<file path="config.mk">
export PLATFORM = sky130hd
export DESIGN_NAME = gpr_wb_ctrl
export DESIGN_NICKNAME = d
export VERILOG_FILES = /design/src/rtl/gpr_wb_ctrl.sv
export SDC_FILE = /design/constraint.sdc
export NUM_CORES = 1
export LEC_CHECK = 0
export ABC_AREA = 1
export CAP_MARGIN = 0
export CORE_ASPECT_RATIO = 0.75
export CORE_MARGIN = 5
export CORE_UTILIZATION = 55
export DETAILED_ROUTE_END_ITERATION = 8
export DONT_BUFFER_PORTS = 1
export HOLD_SLACK_MARGIN = 0.05
export PLACE_DENSITY = 0.66
export RECOVER_POWER = 100
export SYNTH_ARGS = -nofsm -noshare
export SYNTH_HDL_FRONTEND = slang
export SYNTH_SLANG_ARGS = --single-unit
</file>
<file path="constraint.sdc">
create_clock -name clk_ -period 4.18 [get_ports clk_]
set_clock_uncertainty 0.2 [all_clocks]
set_input_delay 0.836 -clock clk_ [delete_from_list [all_inputs] [get_ports clk_]]
set_output_delay 0.836 -clock clk_ [all_outputs]
set_load 0.05 [all_outputs]
</file>
<file path="src/rtl/gpr_wb_ctrl.sv">
// Register-file write-port controller: pipeline writeback has priority over a FIFO of long-latency results.
// Optional pending-write compare against decode source registers is enabled with GPR_WB_PEND_EN.
module gpr_wb_ctrl #(
  parameter int ADDR_W     = 5,
  parameter int DATA_W     = 32,
  parameter int FIFO_DEPTH = 4,
  parameter int STARVE_MAX = 8
) (
  input  logic              clk_,
  input  logic              reset,
  input  logic              wb_en_,
  input  logic [ADDR_W-1:0] wb_addr,
  input  logic [DATA_W-1:0] wb_data,
  input  logic              lr_valid,
  output logic              lr_ready,
  input  logic [ADDR_W-1:0] lr_addr,
  input  logic [DATA_W-1:0] lr_data,
  output logic              stall_req,
  output logic              we_,
  output logic [ADDR_W-1:0] wr_addr,
  output logic [DATA_W-1:0] wr_data,
  input  logic [ADDR_W-1:0] chk_addr_0,
  input  logic [ADDR_W-1:0] chk_addr_1,
  output logic              pend_0,
  output logic              pend_1
);

  localparam int PTR_W = $clog2(FIFO_DEPTH);
  localparam int CNT_W = PTR_W + 1;
  localparam logic [CNT_W-1:0] DEPTH_C   = CNT_W'(FIFO_DEPTH);
  localparam logic [CNT_W-1:0] CNT_ZERO  = CNT_W'(0);
  localparam logic [CNT_W-1:0] CNT_ONE   = CNT_W'(1);
  localparam logic [PTR_W-1:0] PTR_ONE   = PTR_W'(1);
  localparam logic [7:0]       STARVE_C  = 8'(STARVE_MAX);

  logic [ADDR_W-1:0] fifo_addr_q [FIFO_DEPTH];
  logic [DATA_W-1:0] fifo_data_q [FIFO_DEPTH];

  logic [PTR_W-1:0]  rd_ptr_q, rd_ptr_d;
  logic [PTR_W-1:0]  wr_ptr_q, wr_ptr_d;
  logic [CNT_W-1:0]  count_q, count_d;
  logic [7:0]        starve_q, starve_d;
  logic              stall_q, stall_d;
  logic              we_q, we_d;
  logic [ADDR_W-1:0] wr_addr_q, wr_addr_d;
  logic [DATA_W-1:0] wr_data_q, wr_data_d;

  logic              empty_s;
  logic              push_s;
  logic              pop_s;
  logic              collide_s;
  logic [ADDR_W-1:0] head_addr_s;
  logic [DATA_W-1:0] head_data_s;

  assign empty_s     = (count_q == CNT_ZERO);
  assign lr_ready    = (count_q < DEPTH_C);
  assign push_s      = lr_valid & lr_ready;
  assign head_addr_s = fifo_addr_q[rd_ptr_q];
  assign head_data_s = fifo_data_q[rd_ptr_q];
  // An older buffered write to the register the pipeline is writing now is dead; drop it.
  assign collide_s   = ~wb_en_ & ~empty_s & (head_addr_s == wb_addr);
  assign pop_s       = ~empty_s & (wb_en_ | collide_s);

  // Write-port source select: pipeline, else FIFO head, else idle with address/data held.
  always_comb begin
    we_d      = 1'b1;
    wr_addr_d = wr_addr_q;
    wr_data_d = wr_data_q;
    if (!wb_en_) begin
      we_d      = 1'b0;
      wr_addr_d = wb_addr;
      wr_data_d = wb_data;
    end else if (!empty_s) begin
      we_d      = 1'b0;
      wr_addr_d = head_addr_s;
      wr_data_d = head_data_s;
    end else begin
      we_d      = 1'b1;
    end
  end

  // FIFO pointer and occupancy next state.
  always_comb begin
    rd_ptr_d = pop_s  ? (rd_ptr_q + PTR_ONE) : rd_ptr_q;
    wr_ptr_d = push_s ? (wr_ptr_q + PTR_ONE) : wr_ptr_q;
    case ({push_s, pop_s})
      2'b10:   count_d = count_q + CNT_ONE;
      2'b01:   count_d = count_q - CNT_ONE;
      default: count_d = count_q;
    endcase
  end

  // Head starvation counter and the stall request derived from it.
  always_comb begin
    if (empty_s || pop_s) begin
      starve_d = 8'd0;
    end else if (starve_q >= STARVE_C) begin
      starve_d = STARVE_C;
    end else begin
      starve_d = starve_q + 8'd1;
    end
    stall_d = (starve_q >= STARVE_C) || (count_q == DEPTH_C);
  end

  // Control state and registered write port.
  always_ff @(posedge clk_) begin
    if (!reset) begin
      rd_ptr_q  <= {PTR_W{1'b0}};
      wr_ptr_q  <= {PTR_W{1'b0}};
      count_q   <= CNT_ZERO;
      starve_q  <= 8'd0;
      stall_q   <= 1'b0;
      we_q      <= 1'b1;
      wr_addr_q <= {ADDR_W{1'b0}};
      wr_data_q <= {DATA_W{1'b0}};
    end else begin
      rd_ptr_q  <= rd_ptr_d;
      wr_ptr_q  <= wr_ptr_d;
      count_q   <= count_d;
      starve_q  <= starve_d;
      stall_q   <= stall_d;
      we_q      <= we_d;
      wr_addr_q <= wr_addr_d;
      wr_data_q <= wr_data_d;
    end
  end

  // FIFO storage; validity is tracked by count_q, so entries need no reset.
  always_ff @(posedge clk_) begin
    if (push_s) begin
      fifo_addr_q[wr_ptr_q] <= lr_addr;
      fifo_data_q[wr_ptr_q] <= lr_data;
    end
  end

  assign we_       = we_q;
  assign wr_addr   = wr_addr_q;
  assign wr_data   = wr_data_q;
  assign stall_req = stall_q;

`ifdef GPR_WB_PEND_EN
  logic pend_0_s, pend_1_s;

  // Match decode sources against every live entry plus the one being pushed now.
  always_comb begin
    pend_0_s = push_s & (lr_addr == chk_addr_0);
    pend_1_s = push_s & (lr_addr == chk_addr_1);
    for (int i = 0; i < FIFO_DEPTH; i++) begin
      pend_0_s = pend_0_s | ((CNT_W'(i) < count_q) &
                 (fifo_addr_q[rd_ptr_q + PTR_W'(i)] == chk_addr_0));
      pend_1_s = pend_1_s | ((CNT_W'(i) < count_q) &
                 (fifo_addr_q[rd_ptr_q + PTR_W'(i)] == chk_addr_1));
    end
  end

  assign pend_0 = pend_0_s;
  assign pend_1 = pend_1_s;
`else
  logic pend_unused_s;
  assign pend_unused_s = ^{chk_addr_0, chk_addr_1};
  assign pend_0 = 1'b0;
  assign pend_1 = 1'b0;
`endif

endmodule
</file>
After elaboration in Yosys (flattened, before gate mapping)
Memory sizes are Yosys's and may differ from the RTL's. A register that Yosys moved wholly into a read port is not among the register bits.
Index checks and enable logic that the tools add are counted.
{"block": "totals", "reg_bits": 54, "latchBits": 0, "mem_bits_rw": 148, "rom_bits": 0, "inputBits": 88, "output_inout_bits": 42, "word_cells": 51, "n_memories": 2}
{"block": "classes", "n_addsub": 5, "mul": 0, "n_div": 0, "order_cmp": 2, "n_eq_ne": 5, "n_shift": 0, "mux": 14, "n_bitwise": 8, "n_reduce_logical": 6}
{"name": "fifo_data_q", "depth": 4, "width": 32, "read_ports": 1, "rd_clocked_by_memory_dff": 1, "write_ports": 1, "line_no": "37", "text": "logic [DATA_W-1:0] fifo_data_q [FIFO_DEPTH];"}
{"name": "fifo_addr_q", "depth": 4, "width": 5, "read_ports": 1, "rd_clocked_by_memory_dff": 1, "write_ports": 1, "line_no": "36", "text": "logic [ADDR_W-1:0] fifo_addr_q [FIFO_DEPTH];"}
{"operator": "two-way mux 32 bit", "n": 2}
{"operator": "two-way mux 5 bit", "n": 2}
{"operator": "adder 8 x 1 -> 8 bit, second input constant", "n": 1}
{"operator": "greater-or-equal comparator 8 x 4 -> 1 bit, second input constant", "n": 1}
{"operator": "two-way mux 2 bit", "n": 4}
{"operator": "case mux 3 bit (2 select lines)", "n": 1}
{"operator": "== test 5 bit", "n": 1}
{"operator": "adder 2 x 1 -> 2 bit, second input constant", "n": 2}
{"operator": "bitwise AND 1 bit", "n": 4}
{"operator": "two-way mux 1 bit", "n": 4}
{"operator": "two-way mux 4 bit", "n": 1}
{"operator": "adder 3 x 1 -> 3 bit, second input constant", "n": 1}
{"operator": "== test 3 bit, second input constant", "n": 1}
{"operator": "zero test 3 bit", "n": 1}
{"operator": "< comparator 3 bit, second input constant", "n": 1}
{"operator": "NOT 1 bit", "n": 3}
{"operator": "OR reduction 3 bit", "n": 1}
{"operator": "subtractor 3 x 1 -> 3 bit, second input constant", "n": 1}
{"operator": "== test 2 x 1 -> 1 bit, second input constant", "n": 1}
{"operator": "== test 2 bit, second input constant", "n": 1}
{"operator": "logical OR 1 bit", "n": 2}
{"operator": "inequality test 2 bit, second input constant", "n": 1}
{"operator": "nonzero test 2 bit", "n": 1}
{"operator": "OR reduction 2 bit", "n": 1}
{"operator": "bitwise OR 1 bit", "n": 1}

Depth between registers and ports, before layout
Gate-level depths: netlist (run 1).
{"block": "depth", "depth_word": 8, "mapped_depth": 19, "depth_no_buf": 18}

Worst setup path after synthesis (run 1)
OpenSTA, ideal clock, no wires.
{"block": "synth_timing", "path_type": "input -> register", "startpoint": "in lr_valid", "endpoint": "mem fifo_addr_q[0][0], enable pin", "setup_ns": 0.431, "t_arrival_ns": 2.602, "required_time_ns": 3.549, "setup_slack_ns": 0.947, "path_stages": 2, "n_path_buf": 0, "path_cell_list": "nand2_1 > nor2_1"}
{"block": "synth_between", "elab_chain_len": 3}
{"item": "start: declaration", "line_no": "14", "text": "input logic lr_valid,"}
{"item": "bitwise AND 1 bit", "line_no": "57", "text": "assign push_s = lr_valid & lr_ready;"}
{"item": "two-way mux 1 bit", "line_no": "130", "text": "if (push_s) begin"}
{"item": "two-way mux 1 bit (implied by the code)", "line_no": "131", "text": "fifo_addr_q[wr_ptr_q] <= lr_addr;"}
{"item": "end: declaration", "line_no": "36"}
Every way passes these cells.

Worst setup path in the final report (run 1)
{"block": "layout_timing", "startpoint": "in wb_en_", "endpoint": "reg wr_data_q[22], in the netlist wr_data[22]"}
{"block": "layout_between", "elab_chain_len": 1, "word_cells_on_any_way": 2, "cone_classes": "eq/ne (1); mux (1)"}
{"item": "start: declaration", "line_no": "11", "text": "input logic wb_en_,"}
{"item": "inequality test 2 bit (no line) or two-way mux 32 bit (tied branches)"}
{"item": "end signal: assignment", "line_no": "115", "text": "wr_data_q <= {DATA_W{1'b0}};"}
{"item": "end signal: assignment", "line_no": "124", "text": "wr_data_q <= wr_data_d;"}
{"item": "end: declaration", "line_no": "46", "text": "logic [DATA_W-1:0] wr_data_q, wr_data_d;"}
Several ways; a longest one is shown, not always the timed one.
A chain may end at the register's enable or synchronous reset.

==> metrics.yaml, run 1 <==
status: "complete, but fails checks"
violations: "max-capacitance violations, max-slew violations"
synth_compound_area_share_pct: 12.7
die_h_um: 114
synth.area.mux_share_pct: 0
grt_pass1_wl_um: 26900
whs_path_depth: 1
syn_inst: 687
routabilityCongestion: 0.755
synth.most_common_cell: "edfxtp_1"
drive_gt1_share_pct: 7.66
reg2reg_depth: 17
finalNetCount: 775
cts_sinks: 204
post_cts_buffers: 0
finalPower_mw: 6.09
synth_area_mm2: 0.00790
synthTopCellsByArea: "edfxtp_1 56%, dfxtp_1 14%, o21ai_0 6.4%"
numCtsBuffers: 20
slew_headroom_pct: -22.1
worstPathArrival_ps: 3710
cp-start-kind: "input port"
antenna_found_initial: 0
via_count: 5094
min_period_ps: 3520
synthArstFlopShare_pct: 0
grt_usage_pct: 20.3
die_w_um: 148
synth_ff_type: "edfxtp_1"
h-tree-depth: 1
crit_required_ps: 4370
instances_no_fill: 872
synth_fa_ha_area_share_pct: 1.36
postSynthAreaPerCell_um2: 11.5
timing.fmax_ghz: 0.284
synth-simple-area-share_pct: 11.4
ys_seq_area_share_pct: 70.4
synth-xor-area-share_pct: 0.111
path_clk_slew_ps: 60
ys_seq_elements: 204
root_buffer: "clkbuf_16"
cts_hold_buf: 0
synth-edff-count: 148
drv_slew: 66
period_share_pct: 84.2
numPortBuffers: 0
rows: 38
crit_path_end_kind: "flip-flop"
drt-initial-drc-count: 371
p_leak_nw: 3.10
firstDrtPassIters: 5
tightestPinTransition_ps: 1830
vdd_ir_drop_max_uv: 419
wl_um: 17000
crit_type: "input port to flip-flop"
clock_latency_ps: 490
maxCapViolCount: 1
start_util_pct: 55.4
synth.largest_area_cell: "edfxtp_1"
fill_cells: 1133
path_max_fanout: 65
io_pins: 130
drcViolationCount: 0
grt_max_degree: 66
area_delta_synth_final_pct: 10.6
cts.path.max_buffers: 3
synthTopCellsByCount: "148 x edfxtp_1, 105 x nand2_1, 101 x o21ai_0"
ctsResizeCount: 0
ant_nets: 0
grt_pass1_vias: 5068
power_density_mw_per_mm2: 696
antennaDiodeCount: 0
fin_tns_setup_ps: 0
synth.distinct_cells: 28
hpwl_um: 9990
die_area_mm2: 0.0169
yosysWarnings: 0
core-area_mm2: 0.0143
rsz0062_at_grt: "false"
placed_cells: 837
grt-ovfl-total: 0
synth_top_family_by_area: "compound AO/OA/AOI/OAI gates"
yosysTopAreaCellShare_pct: 56.2
cts_tree: "yes"
worst_hold_slack_ps: 230
final_util_pct: 61.3
hold_class: "input port to flip-flop"
setup_viol: 0
hold_violations: 0
via_per_inst: 5.84
post_drt_wl_per_cell_um: 19.5
[cell families (layout without fill, tap and decap cells)]
| kind of cell | after synthesis | after routing |
|---|---|---|
| adders and majority gates | 8 | 8 |
| AOI/OAI and AO/OA | 181 | 181 |
| other | 1 | 6 |
| xor gates and xnor gates | 1 | 1 |
| buffers and inverters | 69 | 69 |
| DFF | 204 | 204 |
| and+or+nand+nor | 223 | 223 |
[state kept, by name, indices dropped and copies added (netlist names), named ones only]
signal,cells
starve_q,8
stall_req,1
fifo_addr_q,20
wr_addr,5
fifo_data_q,128
wr_ptr_q,2
wr_data,32
rd_ptr_q,2
count_q,3
we_,1
[critical path, stage by stage]
cell and delay, ps:
inv_1 50, clkbuf_2 680, nor2_1 310, inv_1 1380, o21ai_0 220, a31oi_1 210
[through the flow]
step / cell area, um^2 / worst slack [ps]
6_report: 8740 / 661
5_1_grt: 8740 / 315
4_1_cts: 8770 / 793
3_5_place_dp: 8030 / 806
3_3_place_gp: 8030 / 898
2_1_floorplan: 7920 / 947
[layout make-up]
cell class                 instances  area (um^2)  share of cell area [%]
clock buffer                      23          543                    6.21
clock inverter                    12          193                    2.21
inverter                          25         93.8                    1.07
multi-input combinational        419         2060                    23.6
sequential                       204         5570                    63.7
tap                              180          225                    2.58
timing repair buffer               9         55.1                   0.630
[metal layers]
metal	GRT usage (%)	wire (um)	vias to the layer above	share of wire (%)
li1	-	-	2427	-
met1	26.3	6980	2438	41
met2	33.3	7890	202	46
met3	7.11	1770	27	10
met4	4.86	350	0	2.1
met5	0	0	-	0
[power breakdown]
part	switching, mW	total [mW]	internal [mW]
registers	0.566	3.06	2.49
clock network	0.728	1.97	1.24
logic	0.751	1.06	0.306
total	2.04	6.09	4.04
[layout by cell type (no fill, tap or decap), types with 6 or more instances in the layout]
| master | Yosys | layout |
|---|---|---|
| edfxtp_1 | 148 | 148 |
| a31oi_1 | 32 | 32 |
| a21oi_1 | 11 | 11 |
| o21ai_0 | 101 | 101 |
| clkbuf_16 | 0 | 21 |
| nand3_1 | 14 | 15 |
| conb_1 | 1 | 6 |
| nand2_1 | 105 | 106 |
| ha_1 | 7 | 7 |
| inv_1 | 23 | 23 |
| o22ai_1 | 32 | 32 |
| nor2_1 | 93 | 90 |
| dfxtp_1 | 56 | 55 |
[worst paths after layout]
path | start | slack [ps] | endpoint
max | wb_en_ | 660 | wr_data[22]
min | reset | 230 | we_
max reg2reg | flip-flop | 750 | count_q[2]
min reg2reg | starve_q[0] | 270 | starve_q[0]
(Power assumes the default switching activity.)
==> run 2, diff against run 1 <==
--- a/config.mk
+++ b/config.mk
@@ -13,7 +13,7 @@
 export DETAILED_ROUTE_END_ITERATION = 8
 export DONT_BUFFER_PORTS = 1
 export HOLD_SLACK_MARGIN = 0.05
-export PLACE_DENSITY = 0.66
+export PLACE_DENSITY = 0.69
 export RECOVER_POWER = 100
 export SYNTH_ARGS = -nofsm -noshare
 export SYNTH_HDL_FRONTEND = slang
==> constraint.sdc (replaced) <==
create_clock -name clk_ -period 3.21 [get_ports clk_]
set_clock_uncertainty 0.2 [all_clocks]
set_input_delay 0.642 -clock clk_ [delete_from_list [all_inputs] [get_ports clk_]]
set_output_delay 0.642 -clock clk_ [all_outputs]
set_load 0.05 [all_outputs]
==> metrics.yaml, run 2 (synthesized netlist as in run 1, its figures left out) <==
status: "finished clean"
post_drt_wl_per_cell_um: 18.8  # -3.6%
tightestPinTransition_ps: 1380  # -449 ps
seqPwrFrac_pct: 51.8  # +1.5 points
die_w_um: 148  # unchanged
period_share_pct: 93.7
cp-start-kind: "flip-flop"
largest_register_ffs: 128  # unchanged
clock_latency_ps: 480  # about the same
drcViolationCount: 0  # unchanged
drv_slew: 0  # -100%
dpl-instance-area_mm2: 0.00816  # +1.6%
reg2reg_depth: 5  # -12
path_max_fanout: 18  # -72%
die_area_mm2: 0.0169  # unchanged
swShare_pct: 34.7  # +1.1 points
fin_tns_setup_ps: 0  # unchanged
start_util_pct: 55.4  # unchanged
top_register: "fifo_data_q"
hold_class: "input port to flip-flop"
core-area_mm2: 0.0143  # unchanged
h-tree-depth: 1  # unchanged
whs_path_depth: 2  # +1
cts_tree: "yes"
grt_usage_pct: 20.8  # +0.52 points
routabilityCongestion: 0.778  # +3.1%
cts.path.max_buffers: 3  # unchanged
vdd_ir_drop_max_uv: 514  # +23%
grt_use_met2_pct: 34.0  # +0.70 points
fill_cells: 1063  # -6.2%
grt_pass1_vias: 5238  # +3.4%
root_buffer: "clkbuf_16"
reg2reg_setup_slack_ps: 200  # -550 ps
timing.fmax_ghz: 0.332
ant_nets: 0  # unchanged
final_area_mm2: 0.00910  # +4.2%
via_per_inst: 5.67  # -3.0%
grt_max_degree: 41  # -38%
hpwl_um: 10800  # +8.5%
clockPowerShare_pct: 28.3  # -4.1 points
grt_util_met1_pct: 28.8  # +2.6 points
drt-initial-drc-count: 390  # +5.1%
maxCapViolCount: 0  # -1
power.switching_mw: 2.66  # +30%
hold_violations: 0  # unchanged
slew_headroom_pct: 7.94  # +30 points
p_leak_nw: 3.25  # +4.9%
area_delta_synth_final_pct: 15.2
worstPathArrival_ps: 2930  # -780 ps
finalNetCount: 825  # +6.5%
power_density_mw_per_mm2: 841  # +21%
firstDrtPassIters: 4  # -1
wl_um: 17400  # +2.2%
min_period_ps: 3010
r2r-start: "count_q[2]"
finalPower_mw: 7.66  # +26%
cts_sinks: 204  # unchanged
via_count: 5235  # +2.8%
cell_internal_pwr_mw: 5.00  # +24%
antenna_found_initial: 0  # unchanged
crit_path_end_kind: "flip-flop"
drive_gt1_share_pct: 7.67  # +0.013 points
layout_common_cells: "148 x edfxtp_1, 105 x nand2_1, 101 x o21ai_0"
final_common_cell: "edfxtp_1"
crit_type: "flip-flop to flip-flop"
grt_pass1_wl_um: 27700  # +3.0%
rows: 38  # unchanged
grt.busiest_layer: "met2"
die_h_um: 114  # unchanged
hp-start: "reset"
use_met3_pct: 5.04  # -2.1 points
p_comb_share_pct: 19.9  # +2.5 points
setup_viol: 0  # unchanged
numPortBuffers: 0  # unchanged
grt-ovfl-total: 0  # unchanged
crit_required_ps: 3130  # -1240 ps
r2r-end: "fifo_data_q[0][17]"
worst_hold_slack_ps: 102  # -128 ps
io_pins: 130  # unchanged
numCtsBuffers: 20  # unchanged
path_clk_slew_ps: 60  # about the same
rsz0062_at_grt: "false"
[run 2: changes by cell type in the layout (fill, tap and decap cells not counted), moves of 2 or more]
cell and change:
buf_4 +6, bufinv_16 -5, clkbuf_2 -2, clkbuf_1 +11, nor2_2 +3, buf_12 +2, clkbuf_8 +2, dlygate4sd3_1 +38
nor2_4 -3
[run 2: routing by layer]
metal  share of wire [%]  vias to the layer above
met2                  47                      223
met3                  11                       26
met1                  41                     2460
li1                    -                     2526
met5                   0                        -
met4                 1.6                        0
[run 2: power by group through the flow]
| stage | sequential, mW | combinational [mW] | clock [mW] |
|---|---|---|---|
| detailed placement | 4.01 | 1.50 | 0 |
| finish | 3.96 | 1.53 | 2.17 |
| global route | 4.00 | 1.74 | 2.33 |
| CTS | 3.96 | 1.57 | 2.21 |
| global placement | 4.00 | 1.43 | 0 |
| floorplan | 3.95 | 1.13 | 0 |
[run 2: worst max path at each step]
stage / startpoint / end / slack (ps) / cells past startpoint
after floorplan: count_q[2] / fifo_addr_q[0][0] / 20 / 3
after global placement: flip-flop / count_q[2] / 370 / 17
final: count_q[2] / fifo_data_q[0][17] / 200 / 5
after CTS: flip-flop / count_q[2] / 270 / 17
after detailed placement: flip-flop / count_q[2] / 290 / 17
after global routing: count_q[2] / fifo_data_q[0][17] / 40 / 5
[run 2: area by class of cell]
class                           instances  area [um^2]  share of cell area, %
Antenna cell                            1         2.50                 0.0275
Clock buffer                           31          593                   6.51
Clock inverter                          5         26.3                  0.289
Inverter                               25          100                   1.10
Multi-Input combinational cell        419         2050                   22.5
Sequential cell                       204         5570                   61.1
Tap cell                              180          225                   2.47
Timing Repair Buffer                   59          541                   5.94
[run 2: timing repair]
action	in CTS	in global routing
resized for setup	0	4
hold buffers	38	0
setup endpoints to repair	0	1
buffers inserted	0	2
endpoints found under the hold margin	149	0
[run 2: through the flow]
stage | cells | util, % | setup WS, ps
2_1_floorplan | 692 | - | 15.1
3_3_place_gp | 847 | 57.2 | 368
3_5_place_dp | 847 | 57.2 | 293
4_1_cts | 921 | 64.2 | 268
5_1_grt | 923 | 63.8 | 37.5
6_report | 924 | 63.8 | 201
[run 2: worst max-delay path, cell delays in order, from the launching register on]
cell and delay [ps]:
dfxtp_1 310, inv_1 80, buf_4 220, nand2_1 300, nor2_2 950, clkbuf_2 580
==> run 3, diff against run 2 <==
--- a/config.mk
+++ b/config.mk
@@ -13,7 +13,7 @@
 export DETAILED_ROUTE_END_ITERATION = 8
 export DONT_BUFFER_PORTS = 1
 export HOLD_SLACK_MARGIN = 0.05
-export PLACE_DENSITY = 0.69
+export PLACE_DENSITY = 0.78
 export RECOVER_POWER = 100
 export SYNTH_ARGS = -nofsm -noshare
 export SYNTH_HDL_FRONTEND = slang
==> metrics.yaml, run 3 (synthesized netlist as in run 1, its figures left out) <==
path_max_fanout: 31  # +13
rsz0062_at_grt: "false"
firstDrtPassIters: 5  # +1
grt_max_degree: 43  # +4.9%
die_area_mm2: 0.0169  # unchanged
cts_sinks: 204  # unchanged
numCtsBuffers: 20  # unchanged
root_buffer: "clkbuf_16"
crit_type: "flip-flop to flip-flop"
grt_usage_pct: 20.9  # +0.12 points
cts_tree: "yes"
swShare_pct: 35.3  # +0.60 points
rows: 38  # unchanged
ant_nets: 0  # unchanged
post_drt_wl_per_cell_um: 19.4  # +3.2%
p_comb_share_pct: 19.5  # -0.4 points
grt_pass1_vias: 5254  # +0.31%
largest_register_ffs: 128  # unchanged
maxCapViolCount: 0  # unchanged
core-area_mm2: 0.0143  # unchanged
start_util_pct: 55.4  # unchanged
tightestPinTransition_ps: 963  # -417 ps
p_leak_nw: 3.24  # -0.46%
finalNetCount: 821  # -0.48%
via_per_inst: 5.76  # +1.7%
fin_tns_setup_ps: 0  # unchanged
instances_no_fill: 919  # -0.54%
drt-initial-drc-count: 347  # -11%
drv_slew: 0  # unchanged
drcViolationCount: 0  # unchanged
hold_class: "input port to flip-flop"
final_area_mm2: 0.00902  # -0.95%
clock_latency_ps: 480  # about the same
status: "finished clean"
wl_um: 17800  # +2.6%
cell_internal_pwr_mw: 4.90  # -2.0%
setup_viol: 0  # unchanged
placed_cells: 845  # -0.24%
cp_slowest_stage_delay_ps: 860  # -90 ps
worstPathArrival_ps: 2810  # -120 ps
crit_path_end_kind: "flip-flop"
slew_headroom_pct: 35.8  # +28 points
drive_gt1_share_pct: 7.46  # -0.21 points
area_delta_synth_final_pct: 14.1
clockPowerShare_pct: 28.0  # -0.3 points
numPortBuffers: 0  # unchanged
die_w_um: 148  # unchanged
grt_pass1_wl_um: 27700  # about the same
path_clk_slew_ps: 60  # about the same
seqPwrFrac_pct: 52.5  # +0.7 points
via_count: 5294  # +1.1%
top_register: "fifo_data_q"
dpl-instance-area_mm2: 0.00809  # -0.80%
hpwl_um: 11100  # +2.1%
period_share_pct: 90.7  # -3.0 points
post_cts_buffers: 0  # unchanged
antenna_found_initial: 2  # +2
power.switching_mw: 2.67  # +0.63%
cpMaxStageDelayCell: "clkbuf_2"
final_common_cell: "edfxtp_1"
vdd_ir_drop_max_uv: 553  # +7.6%
io_pins: 130  # unchanged
layout_common_cells: "148 x edfxtp_1, 106 x nand2_1, 100 x o21ai_0"
cp-start-kind: "flip-flop"
min_period_ps: 2910  # -97.0 ps
die_h_um: 114  # unchanged
routabilityCongestion: 0.815  # +4.8%
h-tree-depth: 1  # unchanged
grt-ovfl-total: 0  # unchanged
power_density_mw_per_mm2: 840  # -0.13%
crit_required_ps: 3110  # -20 ps
cts.path.max_buffers: 3  # unchanged
fill_cells: 1059  # -0.38%
timing.fmax_ghz: 0.343  # +3.3%
hold_violations: 0  # unchanged
worstPathCellList: "inv_1 > buf_4 > nand2_1 > nor2_1 > clkbuf_2"
-- run 3: path summary, 6_finish.rpt --
check / from / to / slack, ps / cells past startpoint
max: count_q[2] / fifo_data_q[3][27] / 300 / 5
min: reset / count_q[0] / 100 / 2
max reg2reg: count_q[2] / fifo_data_q[3][27] / 300 / 5
min reg2reg: starve_q[2] / starve_q[3] / 280 / 2
-- run 3: critical path: cells and delay by family (launching register included) --
kind / cells / cell delay (ps)
DFF: 1 / 320
and+or+nand+nor: 2 / 840
buffers and inverters: 3 / 1150
-- run 3: power groups by stage --
stage | combinational (mW) | clock, mW | sequential (mW)
2_1_floorplan | 1.13 | 0 | 3.95
3_3_place_gp | 1.38 | 0 | 4.01
3_5_place_dp | 1.46 | 0 | 4.02
4_1_cts | 1.52 | 2.16 | 3.97
5_1_grt | 1.68 | 2.28 | 4.02
6_report | 1.48 | 2.12 | 3.98
-- run 3: final cells by class --
cell class                 instances  area (um^2)  share of cell area (%)
antenna                            2         5.00                  0.0555
clock buffer                      23          543                    6.02
clock inverter                    11         52.6                   0.583
inverter                          25         93.8                    1.04
multi-input combinational        419         2030                    22.5
sequential                       204         5570                    61.8
tap                              180          225                    2.50
timing repair buffer              55          495                    5.49
-- run 3: stage by stage --
step / hold WS (ps) / util (%) / setup WS (ps) / power (mW)
5_1_grt: 84.3 / 63.2 / 47.8 / 7.98
2_1_floorplan: 230 / - / 15.1 / 5.09
6_report: 102 / 63.2 / 298 / 7.58
3_5_place_dp: 266 / 56.7 / 108 / 5.48
4_1_cts: 83.5 / 63.6 / 73.9 / 7.65
3_3_place_gp: 238 / 56.7 / 267 / 5.39
-- run 3: repair_timing --
action                                 CTS  global route
hold buffers                            38             0
setup endpoints to repair                0             2
endpoints found under the hold margin  149             0
gates resized for setup                  0             4
-- run 3: routing by layer --
layer,wire [um],global-route usage [%]
met1,7340,27.5
met5,0,0
met3,1730,6.12
met2,8440,35.0
met4,313,4.68
